`src/rtl/load_store_unit_if.sv`:
```
// Request, response and data-memory signals of the load/store unit.
// The slave modport is the unit itself; the master modport is the
// execute stage plus data memory that surround it.
interface load_store_unit_if;
  // request from execute
  logic        req_valid;
  logic        req_ready;
  logic        req_we;
  logic [2:0]  req_funct3;
  logic [31:0] req_addr;
  logic [31:0] req_wdata;
  logic [4:0]  req_rd;
  // completion
  logic        rsp_valid;
  logic [31:0] rsp_rdata;
  logic [4:0]  rsp_rd;
  logic        rsp_fault;
  logic [31:0] fault_addr;
  // data memory
  logic [3:0]  wmem;
  logic [4:0]  rmem;
  logic [31:0] mem_addr;
  logic [31:0] store_data;
  logic [31:0] load_data;

  modport slave (
    input  req_valid, req_we, req_funct3, req_addr, req_wdata, req_rd, load_data,
    output req_ready, rsp_valid, rsp_rdata, rsp_rd, rsp_fault, fault_addr,
           wmem, rmem, mem_addr, store_data
  );

  modport master (
    output req_valid, req_we, req_funct3, req_addr, req_wdata, req_rd, load_data,
    input  req_ready, rsp_valid, rsp_rdata, rsp_rd, rsp_fault, fault_addr,
           wmem, rmem, mem_addr, store_data
  );
endinterface

```
`src/rtl/load_store_unit.sv`:
```
// RV32I memory-stage load/store unit. Accepts one request at a time,
// rejects misaligned or illegal accesses with a one-cycle fault response,
// and performs sub-word stores as read-modify-write of the whole word.
// Memory-side outputs depend only on state and latched request fields.
module load_store_unit #(
  parameter int ADDR_WIDTH = 15
) (
  input logic              clk,
  input logic              rst_n,
  load_store_unit_if.slave bus
);

  typedef enum logic [2:0] {
    IDLE    = 3'd0,
    LOAD    = 3'd1,
    STORE_W = 3'd2,
    RMW_RD  = 3'd3,
    RMW_WR  = 3'd4
  } state_t;

  state_t                state_q, state_d;
  logic [ADDR_WIDTH+1:0] addr_q, addr_d;
  logic [31:0]           wdata_q, wdata_d;
  logic [4:0]            rd_q, rd_d;
  logic [2:0]            funct3_q, funct3_d;
  logic [31:0]           merge_q, merge_d;
  logic                  rsp_valid_q, rsp_valid_d;
  logic [31:0]           rsp_rdata_q, rsp_rdata_d;
  logic [4:0]            rsp_rd_q, rsp_rd_d;
  logic                  rsp_fault_q, rsp_fault_d;
  logic [31:0]           fault_addr_q, fault_addr_d;

  logic [1:0]  byte_off;
  logic [31:0] word_addr;
  logic [31:0] shifted;
  logic [31:0] load_ext;
  logic [31:0] merged;
  logic        req_illegal;
  logic        req_misalign;

  assign byte_off  = addr_q[1:0];
  // Upper address bits beyond the implemented memory are dropped, so they alias.
  assign word_addr = {{(32-ADDR_WIDTH){1'b0}}, addr_q[ADDR_WIDTH+1:2]};

  // Fault decode on the incoming request.
  always_comb begin
    req_illegal  = 1'b0;
    req_misalign = 1'b0;
    if (bus.req_we) begin
      req_illegal = (bus.req_funct3 > 3'b010);
    end else begin
      req_illegal = (bus.req_funct3 == 3'b011) || (bus.req_funct3[2:1] == 2'b11);
    end
    if (bus.req_funct3[1:0] == 2'b01) begin
      req_misalign = bus.req_addr[0];
    end else if (bus.req_funct3[1:0] == 2'b10) begin
      req_misalign = (bus.req_addr[1:0] != 2'b00);
    end
  end

  // Lane extraction and sign/zero extension of the returned load word.
  always_comb begin
    shifted  = bus.load_data >> {byte_off, 3'b000};
    load_ext = bus.load_data;
    case (funct3_q)
      3'b000:  load_ext = {{24{shifted[7]}}, shifted[7:0]};
      3'b100:  load_ext = {24'd0, shifted[7:0]};
      3'b001:  load_ext = {{16{shifted[15]}}, shifted[15:0]};
      3'b101:  load_ext = {16'd0, shifted[15:0]};
      default: load_ext = bus.load_data;
    endcase
  end

  // Replace the target byte or halfword of the previously read word.
  always_comb begin
    merged = merge_q;
    if (funct3_q[1:0] == 2'b00) begin
      merged[{byte_off, 3'b000} +: 8] = wdata_q[7:0];
    end else begin
      merged[{byte_off[1], 4'b0000} +: 16] = wdata_q[15:0];
    end
  end

  // State register and latched request/response fields.
  always_ff @(posedge clk or negedge rst_n) begin
    if (!rst_n) begin
      state_q      <= IDLE;
      addr_q       <= '0;
      wdata_q      <= '0;
      rd_q         <= '0;
      funct3_q     <= '0;
      merge_q      <= '0;
      rsp_valid_q  <= 1'b0;
      rsp_rdata_q  <= '0;
      rsp_rd_q     <= '0;
      rsp_fault_q  <= 1'b0;
      fault_addr_q <= '0;
    end else begin
      state_q      <= state_d;
      addr_q       <= addr_d;
      wdata_q      <= wdata_d;
      rd_q         <= rd_d;
      funct3_q     <= funct3_d;
      merge_q      <= merge_d;
      rsp_valid_q  <= rsp_valid_d;
      rsp_rdata_q  <= rsp_rdata_d;
      rsp_rd_q     <= rsp_rd_d;
      rsp_fault_q  <= rsp_fault_d;
      fault_addr_q <= fault_addr_d;
    end
  end

  // Next-state logic, response generation and memory-side outputs.
  always_comb begin
    state_d        = state_q;
    addr_d         = addr_q;
    wdata_d        = wdata_q;
    rd_d           = rd_q;
    funct3_d       = funct3_q;
    merge_d        = merge_q;
    rsp_valid_d    = 1'b0;
    rsp_rdata_d    = rsp_rdata_q;
    rsp_rd_d       = rsp_rd_q;
    rsp_fault_d    = rsp_fault_q;
    fault_addr_d   = fault_addr_q;
    bus.req_ready  = 1'b0;
    bus.wmem       = 4'b0000;
    bus.rmem       = 5'b00000;
    bus.mem_addr   = 32'd0;
    bus.store_data = 32'd0;

    case (state_q)
      IDLE: begin
        bus.req_ready = 1'b1;
        if (bus.req_valid) begin
          addr_d   = bus.req_addr[ADDR_WIDTH+1:0];
          wdata_d  = bus.req_wdata;
          rd_d     = bus.req_rd;
          funct3_d = bus.req_funct3;
          if (req_illegal || req_misalign) begin
            rsp_valid_d  = 1'b1;
            rsp_fault_d  = 1'b1;
            rsp_rdata_d  = 32'd0;
            rsp_rd_d     = bus.req_rd;
            fault_addr_d = bus.req_addr;
          end else if (!bus.req_we) begin
            state_d = LOAD;
          end else if (bus.req_funct3[1:0] == 2'b10) begin
            state_d = STORE_W;
          end else begin
            state_d = RMW_RD;
          end
        end
      end

      LOAD: begin
        bus.mem_addr = word_addr;
        case (funct3_q[1:0])
          2'b00:   bus.rmem = {~funct3_q[2], 4'b0001 << byte_off};
          2'b01:   bus.rmem = {~funct3_q[2], byte_off[1] ? 4'b1100 : 4'b0011};
          default: bus.rmem = 5'b01111;
        endcase
        rsp_valid_d = 1'b1;
        rsp_fault_d = 1'b0;
        rsp_rdata_d = load_ext;
        rsp_rd_d    = rd_q;
        state_d     = IDLE;
      end

      STORE_W: begin
        bus.mem_addr   = word_addr;
        bus.wmem       = 4'b1111;
        bus.store_data = wdata_q;
        rsp_valid_d    = 1'b1;
        rsp_fault_d    = 1'b0;
        rsp_rdata_d    = 32'd0;
        rsp_rd_d       = rd_q;
        state_d        = IDLE;
      end

      RMW_RD: begin
        bus.mem_addr = word_addr;
        bus.rmem     = 5'b01111;
        merge_d      = bus.load_data;
        state_d      = RMW_WR;
      end

      RMW_WR: begin
        bus.mem_addr   = word_addr;
        bus.wmem       = 4'b1111;
        bus.store_data = merged;
        rsp_valid_d    = 1'b1;
        rsp_fault_d    = 1'b0;
        rsp_rdata_d    = 32'd0;
        rsp_rd_d       = rd_q;
        state_d        = IDLE;
      end

      default: begin
        state_d = IDLE;
      end
    endcase
  end

  assign bus.rsp_valid  = rsp_valid_q;
  assign bus.rsp_rdata  = rsp_rdata_q;
  assign bus.rsp_rd     = rsp_rd_q;
  assign bus.rsp_fault  = rsp_fault_q;
  assign bus.fault_addr = fault_addr_q;

endmodule

```
`src/flat_wrapper.sv`:
```
// flat-port wrapper written by rule: the top's interface ports become plain ports
module load_store_unit_flat 
#(
  parameter int ADDR_WIDTH = 15
)
  (clk, rst_n, bus_req_valid, bus_req_we, bus_req_funct3, bus_req_addr, bus_req_wdata, bus_req_rd, bus_load_data, bus_req_ready, bus_rsp_valid, bus_rsp_rdata, bus_rsp_rd, bus_rsp_fault, bus_fault_addr, bus_wmem, bus_rmem, bus_mem_addr, bus_store_data);
  load_store_unit_if bus_i ();
  input logic clk;
  input logic rst_n;
  input wire logic [$bits(bus_i.req_valid)-1:0] bus_req_valid;
  input wire logic [$bits(bus_i.req_we)-1:0] bus_req_we;
  input wire logic [$bits(bus_i.req_funct3)-1:0] bus_req_funct3;
  input wire logic [$bits(bus_i.req_addr)-1:0] bus_req_addr;
  input wire logic [$bits(bus_i.req_wdata)-1:0] bus_req_wdata;
  input wire logic [$bits(bus_i.req_rd)-1:0] bus_req_rd;
  input wire logic [$bits(bus_i.load_data)-1:0] bus_load_data;
  output wire logic [$bits(bus_i.req_ready)-1:0] bus_req_ready;
  output wire logic [$bits(bus_i.rsp_valid)-1:0] bus_rsp_valid;
  output wire logic [$bits(bus_i.rsp_rdata)-1:0] bus_rsp_rdata;
  output wire logic [$bits(bus_i.rsp_rd)-1:0] bus_rsp_rd;
  output wire logic [$bits(bus_i.rsp_fault)-1:0] bus_rsp_fault;
  output wire logic [$bits(bus_i.fault_addr)-1:0] bus_fault_addr;
  output wire logic [$bits(bus_i.wmem)-1:0] bus_wmem;
  output wire logic [$bits(bus_i.rmem)-1:0] bus_rmem;
  output wire logic [$bits(bus_i.mem_addr)-1:0] bus_mem_addr;
  output wire logic [$bits(bus_i.store_data)-1:0] bus_store_data;
  assign bus_i.req_valid = bus_req_valid;
  assign bus_i.req_we = bus_req_we;
  assign bus_i.req_funct3 = bus_req_funct3;
  assign bus_i.req_addr = bus_req_addr;
  assign bus_i.req_wdata = bus_req_wdata;
  assign bus_i.req_rd = bus_req_rd;
  assign bus_i.load_data = bus_load_data;
  assign bus_req_ready = bus_i.req_ready;
  assign bus_rsp_valid = bus_i.rsp_valid;
  assign bus_rsp_rdata = bus_i.rsp_rdata;
  assign bus_rsp_rd = bus_i.rsp_rd;
  assign bus_rsp_fault = bus_i.rsp_fault;
  assign bus_fault_addr = bus_i.fault_addr;
  assign bus_wmem = bus_i.wmem;
  assign bus_rmem = bus_i.rmem;
  assign bus_mem_addr = bus_i.mem_addr;
  assign bus_store_data = bus_i.store_data;
  load_store_unit #(.ADDR_WIDTH(ADDR_WIDTH)) u_core (.clk(clk), .rst_n(rst_n), .bus(bus_i));
endmodule
```
`config.mk`:
```
export PLATFORM = sky130hd
export DESIGN_NAME = load_store_unit_flat
export DESIGN_NICKNAME = d
export VERILOG_FILES = /design/src/rtl/load_store_unit_if.sv /design/src/rtl/load_store_unit.sv /design/src/flat_wrapper.sv
export SDC_FILE = /design/constraint.sdc
export NUM_CORES = 1
export LEC_CHECK = 0
export ABC_AREA = 0
export BUFFER_PORTS_ARGS = -buffer_cell sky130_fd_sc_hd__clkbuf_2
export CORE_MARGIN = 1.5
export CORE_UTILIZATION = 55
export DETAILED_ROUTE_END_ITERATION = 10
export HOLD_SLACK_MARGIN = 0.12
export PLACE_DENSITY = 0.86
export SETUP_SLACK_MARGIN = 0.05
export SLEW_MARGIN = 0
export SYNTH_ARGS = -nofsm -noshare
export SYNTH_HDL_FRONTEND = slang
export SYNTH_SLANG_ARGS = --single-unit
```
`constraint.sdc`:
```
create_clock -name clk -period 3.47 [get_ports clk]
set_input_delay 0.1735 -clock clk [delete_from_list [all_inputs] [get_ports clk]]
set_output_delay 0.1735 -clock clk [all_outputs]
set_load 0.01 [all_outputs]
```
==> results of run 1 <==
==> through the flow <==
step                       util  hold WS [ns]  setup slack (ns)
after floorplan               -        -0.122              1.00
after global placement    0.653         0.319             0.956
after detailed placement  0.653         0.329             0.893
after CTS                 0.772         0.436             0.450
after global routing      0.772         0.496             0.290
final                     0.772         0.387             0.423
==> path summary, 6_finish.rpt <==
path	startpoint	to	slack, ns	depth (start not counted)
worst max register to register	u_core.funct3_q[1]$_DFFE_PN0P_	u_core.bus.rsp_rdata[24]$_DFFE_PN0P_	0.79	5
worst min-delay path	rst_n	u_core.wdata_q[22]$_DFFE_PN0P_	0.39	2
worst max-delay path	u_core.state_q[2]$_DFFE_PN0P_	bus_store_data[3]	0.42	5
max in group asynchronous	rst_n	u_core.bus.rsp_rdata[14]$_DFFE_PN0P_	2.21	3
worst min register to register	u_core.bus.rsp_fault$_DFFE_PN0P_	u_core.bus.rsp_fault$_DFFE_PN0P_	0.48	2
min in group clk	u_core.bus.rsp_fault$_DFFE_PN0P_	u_core.bus.rsp_fault$_DFFE_PN0P_	0.48	2
==> per-layer routing <==
metal  up-vias  global-route usage  share of wire
li1       3038                   -              -
met1      3442               0.428           0.38
met2       412               0.571           0.49
met3        68              0.0822          0.088
met4         0               0.148          0.037
met5         -                   0              0
==> registers in the layout (all words and copies together), names as in the netlist <==
signal and flops:
u_core.addr_q 17, u_core.bus.fault_addr 32, u_core.bus.rsp_fault 1, u_core.bus.rsp_rd 5
u_core.bus.rsp_rdata 32, u_core.bus.rsp_valid 1, u_core.funct3_q 3, u_core.merge_q 32
u_core.rd_q 5, u_core.state_q 3, u_core.wdata_q 32
==> cell type report <==
class	count	share of cell area
well taps	180	0.0209
repair buffers	354	0.219
clock buffers	20	0.0434
inverters	14	0.00488
diodes	1	0.000233
clock inverters	12	0.0122
multi-input cells	431	0.321
flip-flops and latches	163	0.379
==> Yosys cell counts, types with 2 or more instances <==
cell type	n	area share
dfrtp_1	163	0.52
mux2_2	121	0.17
nand2_1	52	0.025
clkbuf_1	30	0.014
o21ai_0	26	0.017
a22oi_1	23	0.022
buf_4	20	0.019
a22o_1	19	0.021
a21oi_1	17	0.011
and2_1	17	0.014
a32oi_1	16	0.018
mux2i_1	14	0.018
o2bb2ai_1	14	0.016
buf_2	13	0.0083
inv_1	13	0.0062
a221oi_1	10	0.011
nand2b_1	9	0.0072
a32o_1	8	0.010
ha_1	7	0.011
nand3_1	6	0.0038
nor2_1	6	0.0029
o21ai_1	6	0.0038
nor2b_1	5	0.0040
a311oi_1	4	0.0045
o22ai_1	4	0.0032
nor3_1	3	0.0019
a31o_2	2	0.0022
buf_1	2	0.00096
nor3b_1	2	0.0019
nor4bb_1	2	0.0025
o21bai_1	2	0.0019
or2_2	2	0.0016
==> power by group through the flow <==
stage	Clock, mW	Sequential [mW]	Combinational (mW)
6_report	1.90	2.54	1.38
5_1_grt	1.99	2.57	1.49
4_1_cts	1.92	2.52	1.35
3_5_place_dp	0	2.55	1.25
3_3_place_gp	0	2.54	1.21
2_1_floorplan	0	2.51	0.749
==> timing repair <==
item                      CTS  global route
hold endpoints to repair  244             0
gates resized for setup     0             0
hold buffers              106             0
==> cell families (layout without fill, tap and decap cells) <==
family | Yosys count | after routing | share of synthesized area
flops | 163 | 163 | 0.519
compound gates | 159 | 159 | 0.151
mux | 136 | 136 | 0.194
simple gates | 111 | 111 | 0.0737
buf+inv | 79 | 400 | 0.0494
fa+ha+maj | 7 | 7 | 0.0111
other cells | 1 | 18 | 0.000477
xor+xnor | 1 | 1 | 0.00111
==> worst max-delay path: stages (launching register included) <==
cell,delay [ns]
dfrtp_1,0.56
nor3b_2,0.62
nand3_1,0.17
o32ai_2,0.66
a22o_1,0.29
clkbuf_2,0.14
==> flow_summary_export.csv, run 1 <==
group,metric,value,unit
yosys,ys_types,51,
timing,slew_headroom,0.189,
clocking,cts_tree,"built",
yosys,synth_area,0.00786,mm²
final_layout,final_cell_mix,"clkbuf_2 (234), dfrtp_1 (163), mux2_2 (121), dlygate4sd3_1 (106), nand2_1 (52)",
yosys,avgSynthCellArea,12.0,µm²
timing,hold_viol,0,
timing,max_freq,328,MHz
worst_setup_path,cp-end-kind,"primary output",
die,core,0.0139,mm²
die,die_w,123,µm
die,die_y,123,µm
timing,fin_crit_sh,0.878,
yosys,synth_warnings,0,
worst_setup_path,path_max_fanout,11,
global_route,grt_max_degree,97,
timing,fin_tns_setup,0,ns
power,ir_worst_vdd,403,µV
yosys,synthFlopType,"dfrtp_1",
power,power.leakage,5.21,nW
final_layout,fin_area,0.0108,mm²
clocking,clk_pin_slew,0.06,ns
worst_setup_path,crit_required,3.30,ns
clocking,ctsHtreeMaxLevel,4,
clocking,post_cts_buffers,0,
clocking,clockBufferDepth,2,
hold_path,hp-class,"input port to async pin",
yosys,synth-seq-cells,163,
drt,via_per_inst,5.92,
die,io_pins,253,
placement,post-dp-hpwl,16.1,mm
timing,worst_pin_slew,1.20,ns
worst_setup_path,crit_type,"flop to primary output",
timing,rsz0062_at_grt,"false",
timing,slew_violations,0,
flow_run,max_cap_viol_count,0,
final_layout,drive_above_1_share,0.414,
final_layout,final_common_cell,"clkbuf_2",
power,netSwitchingFraction,0.306,
clocking,clk_latency,0.43,ns
placement,io_buffers,235,
yosys,syn_inst,657,
final_layout,area.sequential,0.00408,mm²
placement,postPlaceCellArea,0.00910,mm²
clocking,clock_sinks,163,
yosys,synth_enable_flop_cells,0,
drt,ant_nets,0,
global_route,track_usage,0.343,
global_route,grt_pass1_wl,38.3,mm
power,combPwrFrac,0.237,
power,p_seq_frac,0.437,
placement,place.gp.congestion,0.937,
timing,period_needed,3.05,ns
global_route,antenna_found_initial,1,
clocking,numCtsBuffers,17,
die,initial_core_util,0.564,
drt,drc,0,
final_layout,final_cells,1175,
drt,first_pass_iters,5,
placement,dp_cells,1036,
die,fp.dieArea,0.0150,mm²
worst_setup_path,start_kind,"flop",
power,power.switching,1.78,mW
final_layout,nets,1096,
power,p_per_area,540,mW/mm²
drt,vias,6960,
final_layout,multiInputGateArea,0.00345,mm²
run_status,status,"finished, final reports clean",
clocking,root_buffer,"clkbuf_16",
power,finalPower,5.81,mW
die,rows,43,
drt,wirelength,24.9,mm
global_route,grt_pass1_vias,7064,
timing,setup_violations,0,
yosys,ys_seq_area_frac,0.519,
drt,wl_per_cell,21.2,µm
final_layout,synthToLayoutAreaGrowth,37.0,%
power,p_int,4.04,mW
yosys,ys_async_sr_fraction,1.00,
power,pwr-share-clk,0.326,
worst_setup_path,worstPathArrival,2.87,ns
global_route,grt_overflow_total,0,
timing,clock-skew-final,0.00544,ns
drt,drt_iter0_drc,601,
final_layout,n_fill_cell,856,
Power figures use the tool's default switching activity.
==> run 2: changes to the inputs <==
- CORE_UTILIZATION: 55 -> 51
- PLACE_DENSITY: 0.86 -> 0.8
- clock period: 3.47 -> 3.2 ns (I/O delays scaled with it)
==> flow_summary_export.csv, run 2 (synthesis results as in run 1) <==
group,metric,value,unit
placement,place.gp.congestion,0.850,
drt,wl_per_cell,20.6,µm
worst_setup_path,path_cells,"inv_1 -> ha_1 -> nor4bb_1 -> buf_4 -> a221oi_1 -> a21oi_1 -> a22o_1 -> clkbuf_2",
power,ir_worst_vdd,394,µV
final_layout,final_cell_mix,"clkbuf_2 (234), dfrtp_1 (163), mux2_2 (121), dlygate4sd3_1 (106), nand2_1 (52)",
die,fp.dieArea,0.0162,mm²
clocking,numCtsBuffers,17,
drt,wirelength,24.4,mm
clocking,clk_pin_slew,0.07,ns
clocking,clock_sinks,163,
final_layout,nets,1101,
drt,drc,0,
final_layout,n_fill_cell,1011,
die,die_y,127,µm
global_route,grt_overflow_total,0,
drt,via_per_inst,5.89,
worst_setup_path,crit_required,3.04,ns
die,initial_core_util,0.519,
drt,ant_nets,0,
worst_setup_path,crit_path_top_delay_cell,"dfrtp_1",
hold_path,hp-class,"input port to async pin",
run_status,status,"finished, final reports clean",
die,die_w,127,µm
worst_setup_path,worst-path-buf-inv,3,
flow_run,max_cap_viol_count,0,
drt,vias,6987,
final_layout,drive_above_1_share,0.418,
timing,rsz0062_at_grt,"false",
global_route,grt_max_degree,75,
worst_setup_path,r2r_setup_slack,0.83,ns
clocking,ctsHtreeMaxLevel,4,
timing,period_needed,2.87,ns
worst_setup_path,max_stage_delay,0.42,ns
worst_setup_path,crit_type,"flop to primary output",
power,power.leakage,5.27,nW
worst_setup_path,worstPathArrival,2.71,ns
timing,setup_violations,0,
clocking,clk_latency,0.43,ns
global_route,antenna_found_initial,0,
clocking,cts_tree,"built",
final_layout,final_cells,1187,
timing,fin_tns_setup,0,ns
global_route,grt_pass1_vias,7171,
timing,clock-skew-final,0.00929,ns
die,rows,45,
timing,max_freq,348,MHz
clocking,root_buffer,"clkbuf_16",
worst_setup_path,crit_family,"buffers and inverters",
placement,post-dp-hpwl,15.4,mm
worst_setup_path,start_kind,"flop",
timing,hold_viol,0,
die,io_pins,253,
worst_setup_path,path_max_fanout,9,
final_layout,synthToLayoutAreaGrowth,38.1,%
die,core,0.0151,mm²
clocking,clockBufferDepth,2,
drt,drt_iter0_drc,649,
timing,slew_headroom,0.353,
global_route,track_usage,0.308,
timing,slew_violations,0,
placement,dp_cells,1049,
timing,worst_pin_slew,0.970,ns
drt,first_pass_iters,5,
final_layout,final_common_cell,"clkbuf_2",
placement,io_buffers,235,
power,p_per_area,597,mW/mm²
global_route,grt_pass1_wl,38.5,mm
worst_setup_path,cp-end-kind,"primary output",
timing,fin_crit_sh,0.898,
final_layout,num_antenna_cells,0,
==> run 2: area by class of cell <==
type	count	area (µm²)	area share
clock buffer	17	425	0.0392
tap	188	235	0.0217
clock inverter	15	215	0.0198
inverter	14	52.6	0.00484
sequential	163	4080	0.376
timing repair buffer	359	2390	0.220
multi-input combinational	431	3460	0.318
==> run 2: through the flow <==
step                      area (µm²)  setup WS (ns)   util  power [mW]  hold slack [ns]
after floorplan                 7920          0.746      -        3.53           -0.136
after global placement          9150          0.880  0.604        4.07            0.230
after detailed placement        9150          0.805  0.604        4.12            0.237
after CTS                      10900          0.344  0.717        6.46            0.351
after global routing           10900          0.211  0.717        6.75            0.395
final                          10900          0.328  0.717        6.48            0.334
==> run 2: power by group <==
group	internal (mW)	switching [mW]
sequential	2.43	0.278
combinational	0.737	0.791
clock	1.33	0.908
==> run 2: final timing paths <==
| kind | start | to | cells after the start |
|---|---|---|---|
| worst min register to register | u_core.merge_q[18]$_DFFE_PN0N_ | u_core.merge_q[18]$_DFFE_PN0N_ | 2 |
| worst max-delay path | u_core.addr_q[1]$_DFFE_PN0P_ | bus_store_data[29] | 8 |
| min in group clk | bus_req_valid | u_core.bus.fault_addr[27]$_DFFE_PN0P_ | 4 |
| worst min-delay path | rst_n | u_core.wdata_q[24]$_DFFE_PN0P_ | 2 |
| max in group asynchronous | rst_n | u_core.bus.rsp_rdata[10]$_DFFE_PN0P_ | 3 |
| worst max register to register | u_core.state_q[0]$_DFFE_PN0P_ | u_core.bus.rsp_rdata[6]$_DFFE_PN0P_ | 4 |
==> run 2: routing by layer <==
metal / up-vias / GRT usage / routed length, µm / share of wire
met5: - / 0 / 0 / 0
met4: 0 / 0.106 / 662 / 0.027
met3: 56 / 0.0963 / 2410 / 0.098
met2: 423 / 0.525 / 12000 / 0.49
met1: 3459 / 0.373 / 9400 / 0.38
li1: 3049 / - / - / -
==> run 2: repair_timing <==
item | in CTS | in global routing
gates resized for setup | 0 | 0
buffers inserted | 0 | 0
hold buffers | 106 | 0
hold endpoints to repair | 221 | 0
==> run 3: changes to the inputs <==
--- a/config.mk
+++ b/config.mk
@@ -10,4 +10,5 @@
 export CORE_MARGIN = 1.5
 export CORE_UTILIZATION = 51
+export CTS_CLUSTER_SIZE = 8
 export DETAILED_ROUTE_END_ITERATION = 10
 export HOLD_SLACK_MARGIN = 0.12
==> constraint.sdc (replaced) <==
create_clock -name clk -period 3.2 [get_ports clk]
set_input_delay 0 -clock clk [delete_from_list [all_inputs] [get_ports clk]]
set_output_delay 0 -clock clk [all_outputs]
set_load 0.01 [all_outputs]
==> flow_summary_export.csv, run 3 (synthesis results as in run 1) <==
group,metric,value,unit
run_status,status,"finished, final reports clean",
timing,worst_pin_slew,0.991,ns
worst_setup_path,worstPathArrival,2.82,ns
timing,period_needed,2.82,ns
timing,hold_viol,0,
final_layout,nets,1100,
flow_run,max_cap_viol_count,0,
die,core,0.0151,mm²
worst_setup_path,path_depth,5,
clocking,root_buffer,"clkbuf_16",
final_layout,num_antenna_cells,0,
clocking,cts.repair.resized,0,
timing,setup_violations,0,
timing,fin_tns_setup,0,ns
timing,slew_violations,0,
clocking,cts_tree,"built",
final_layout,synthToLayoutAreaGrowth,37.7,%
placement,place.gp.congestion,0.857,
die,die_w,127,µm
worst_setup_path,crit_required,3.20,ns
timing,rsz0062_at_grt,"false",
global_route,antenna_found_initial,0,
power,finalPower,6.36,mW
final_layout,n_fill_cell,1007,
global_route,grt_pass1_vias,7131,
clocking,numCtsBuffers,17,
placement,io_buffers,235,
drt,vias,6808,
worst_setup_path,path_max_fanout,23,
timing,max_freq,354,MHz
power,p_per_area,588,mW/mm²
timing,fin_crit_sh,0.882,
clocking,clock_sinks,163,
timing,clock-skew-final,0.00809,ns
drt,wl_per_cell,20.3,µm
clocking,clk_pin_slew,0.07,ns
die,io_pins,253,
worst_setup_path,start_kind,"flop",
timing,slew_headroom,0.340,
worst_setup_path,worst-path-buf-inv,1,
power,power.leakage,5.24,nW
global_route,track_usage,0.302,
final_layout,final_common_cell,"clkbuf_2",
worst_setup_path,crit_family,"compound AO/OA/AOI/OAI gates",
hold_path,hp-class,"input port to async pin",
drt,via_per_inst,5.74,
global_route,grt_max_degree,105,
worst_setup_path,crit_path_top_delay_cell,"dfrtp_1",
placement,post-dp-hpwl,15.4,mm
final_layout,fin_area,0.0108,mm²
worst_setup_path,max_stage_delay,0.82,ns
power,ir_worst_vdd,421,µV
clocking,post_cts_buffers,0,
global_route,grt_overflow_total,0,
die,rows,45,
clocking,ctsHtreeMaxLevel,4,
drt,first_pass_iters,6,
drt,ant_nets,0,
final_layout,final_cell_mix,"clkbuf_2 (234), dfrtp_1 (163), mux2_2 (121), dlygate4sd3_1 (107), nand2_1 (52)",
timing,hold_ws,0.221,ns
clocking,clk_latency,0.43,ns
placement,postPlaceCellArea,0.00914,mm²
drt,drc,0,
drt,wirelength,24.1,mm
global_route,grt_pass1_wl,37.7,mm
worst_setup_path,ff2ff_path_depth,4,
drt,drt_iter0_drc,557,
die,fp.dieArea,0.0162,mm²
clocking,clockBufferDepth,2,
worst_setup_path,path_cells,"nor2_1 -> a21oi_1 -> a22oi_1 -> o2bb2ai_1 -> clkbuf_2",
worst_setup_path,cp-end-kind,"primary output",
worst_setup_path,crit_type,"flop to primary output",
final_layout,drive_above_1_share,0.417,
die,initial_core_util,0.519,
die,die_y,127,µm
## run 3: timing repair
item | in CTS | in global routing
setup endpoints to repair | 0 | 0
hold buffers | 107 | 0
endpoints found under the hold margin | 263 | 0
## run 3: layout make-up
| cell class | count | area [µm²] | area share |
|---|---|---|---|
| well taps | 188 | 235 | 0.0217 |
| multi-input cells | 431 | 3460 | 0.319 |
| clock inverters | 14 | 174 | 0.0161 |
| flip-flops and latches | 163 | 4080 | 0.377 |
| repair buffers | 358 | 2390 | 0.220 |
| clock buffers | 18 | 439 | 0.0406 |
| inverters | 14 | 52.6 | 0.00486 |
## run 3: power by group
part | switching (mW) | internal [mW] | total (mW)
sequential | 0.282 | 2.44 | 2.72
combinational | 0.786 | 0.734 | 1.52
clock | 0.869 | 1.26 | 2.12
## run 3: worst paths after layout
| check | from | end | slack (ns) |
|---|---|---|---|
| worst min register to register | u_core.merge_q[19]$_DFFE_PN0N_ | u_core.merge_q[19]$_DFFE_PN0N_ | 0.49 |
| worst max register to register | u_core.state_q[0]$_DFFE_PN0P_ | u_core.state_q[1]$_DFFE_PN0P_ | 0.75 |
| worst min-delay path | rst_n | u_core.wdata_q[27]$_DFFE_PN0P_ | 0.22 |
| min in group clk | bus_req_valid | u_core.bus.rsp_rd[0]$_DFFE_PN0P_ | 0.34 |
| worst max-delay path | u_core.funct3_q[1]$_DFFE_PN0P_ | bus_store_data[12] | 0.38 |
| max in group asynchronous | rst_n | u_core.bus.fault_addr[21]$_DFFE_PN0P_ | 2.06 |
## run 3: stage by stage
| stage | instances | worst slack, ns | util |
|---|---|---|---|
| global route | 1186 | 0.212 | 0.715 |
| global placement | 1047 | 0.863 | 0.603 |
| CTS | 1186 | 0.446 | 0.715 |
| finish | 1186 | 0.378 | 0.715 |
| floorplan | 673 | 0.906 | - |
| detailed placement | 1047 | 0.820 | 0.603 |
## run 3: worst reg2reg max path, cell delays in order, from the launching register on
cell,delay (ns)
dfrtp_1,0.53
nor4b_4,0.36
buf_4,0.70
and3_1,0.26
dlygate4sd3_1,0.54
## run 3: routing by layer
layer	GRT usage	up-vias	part of all wire
met5	0	-	0
met1	0.369	3335	0.39
met4	0.116	0	0.029
met3	0.102	59	0.10
met2	0.497	373	0.48
li1	-	3041	-
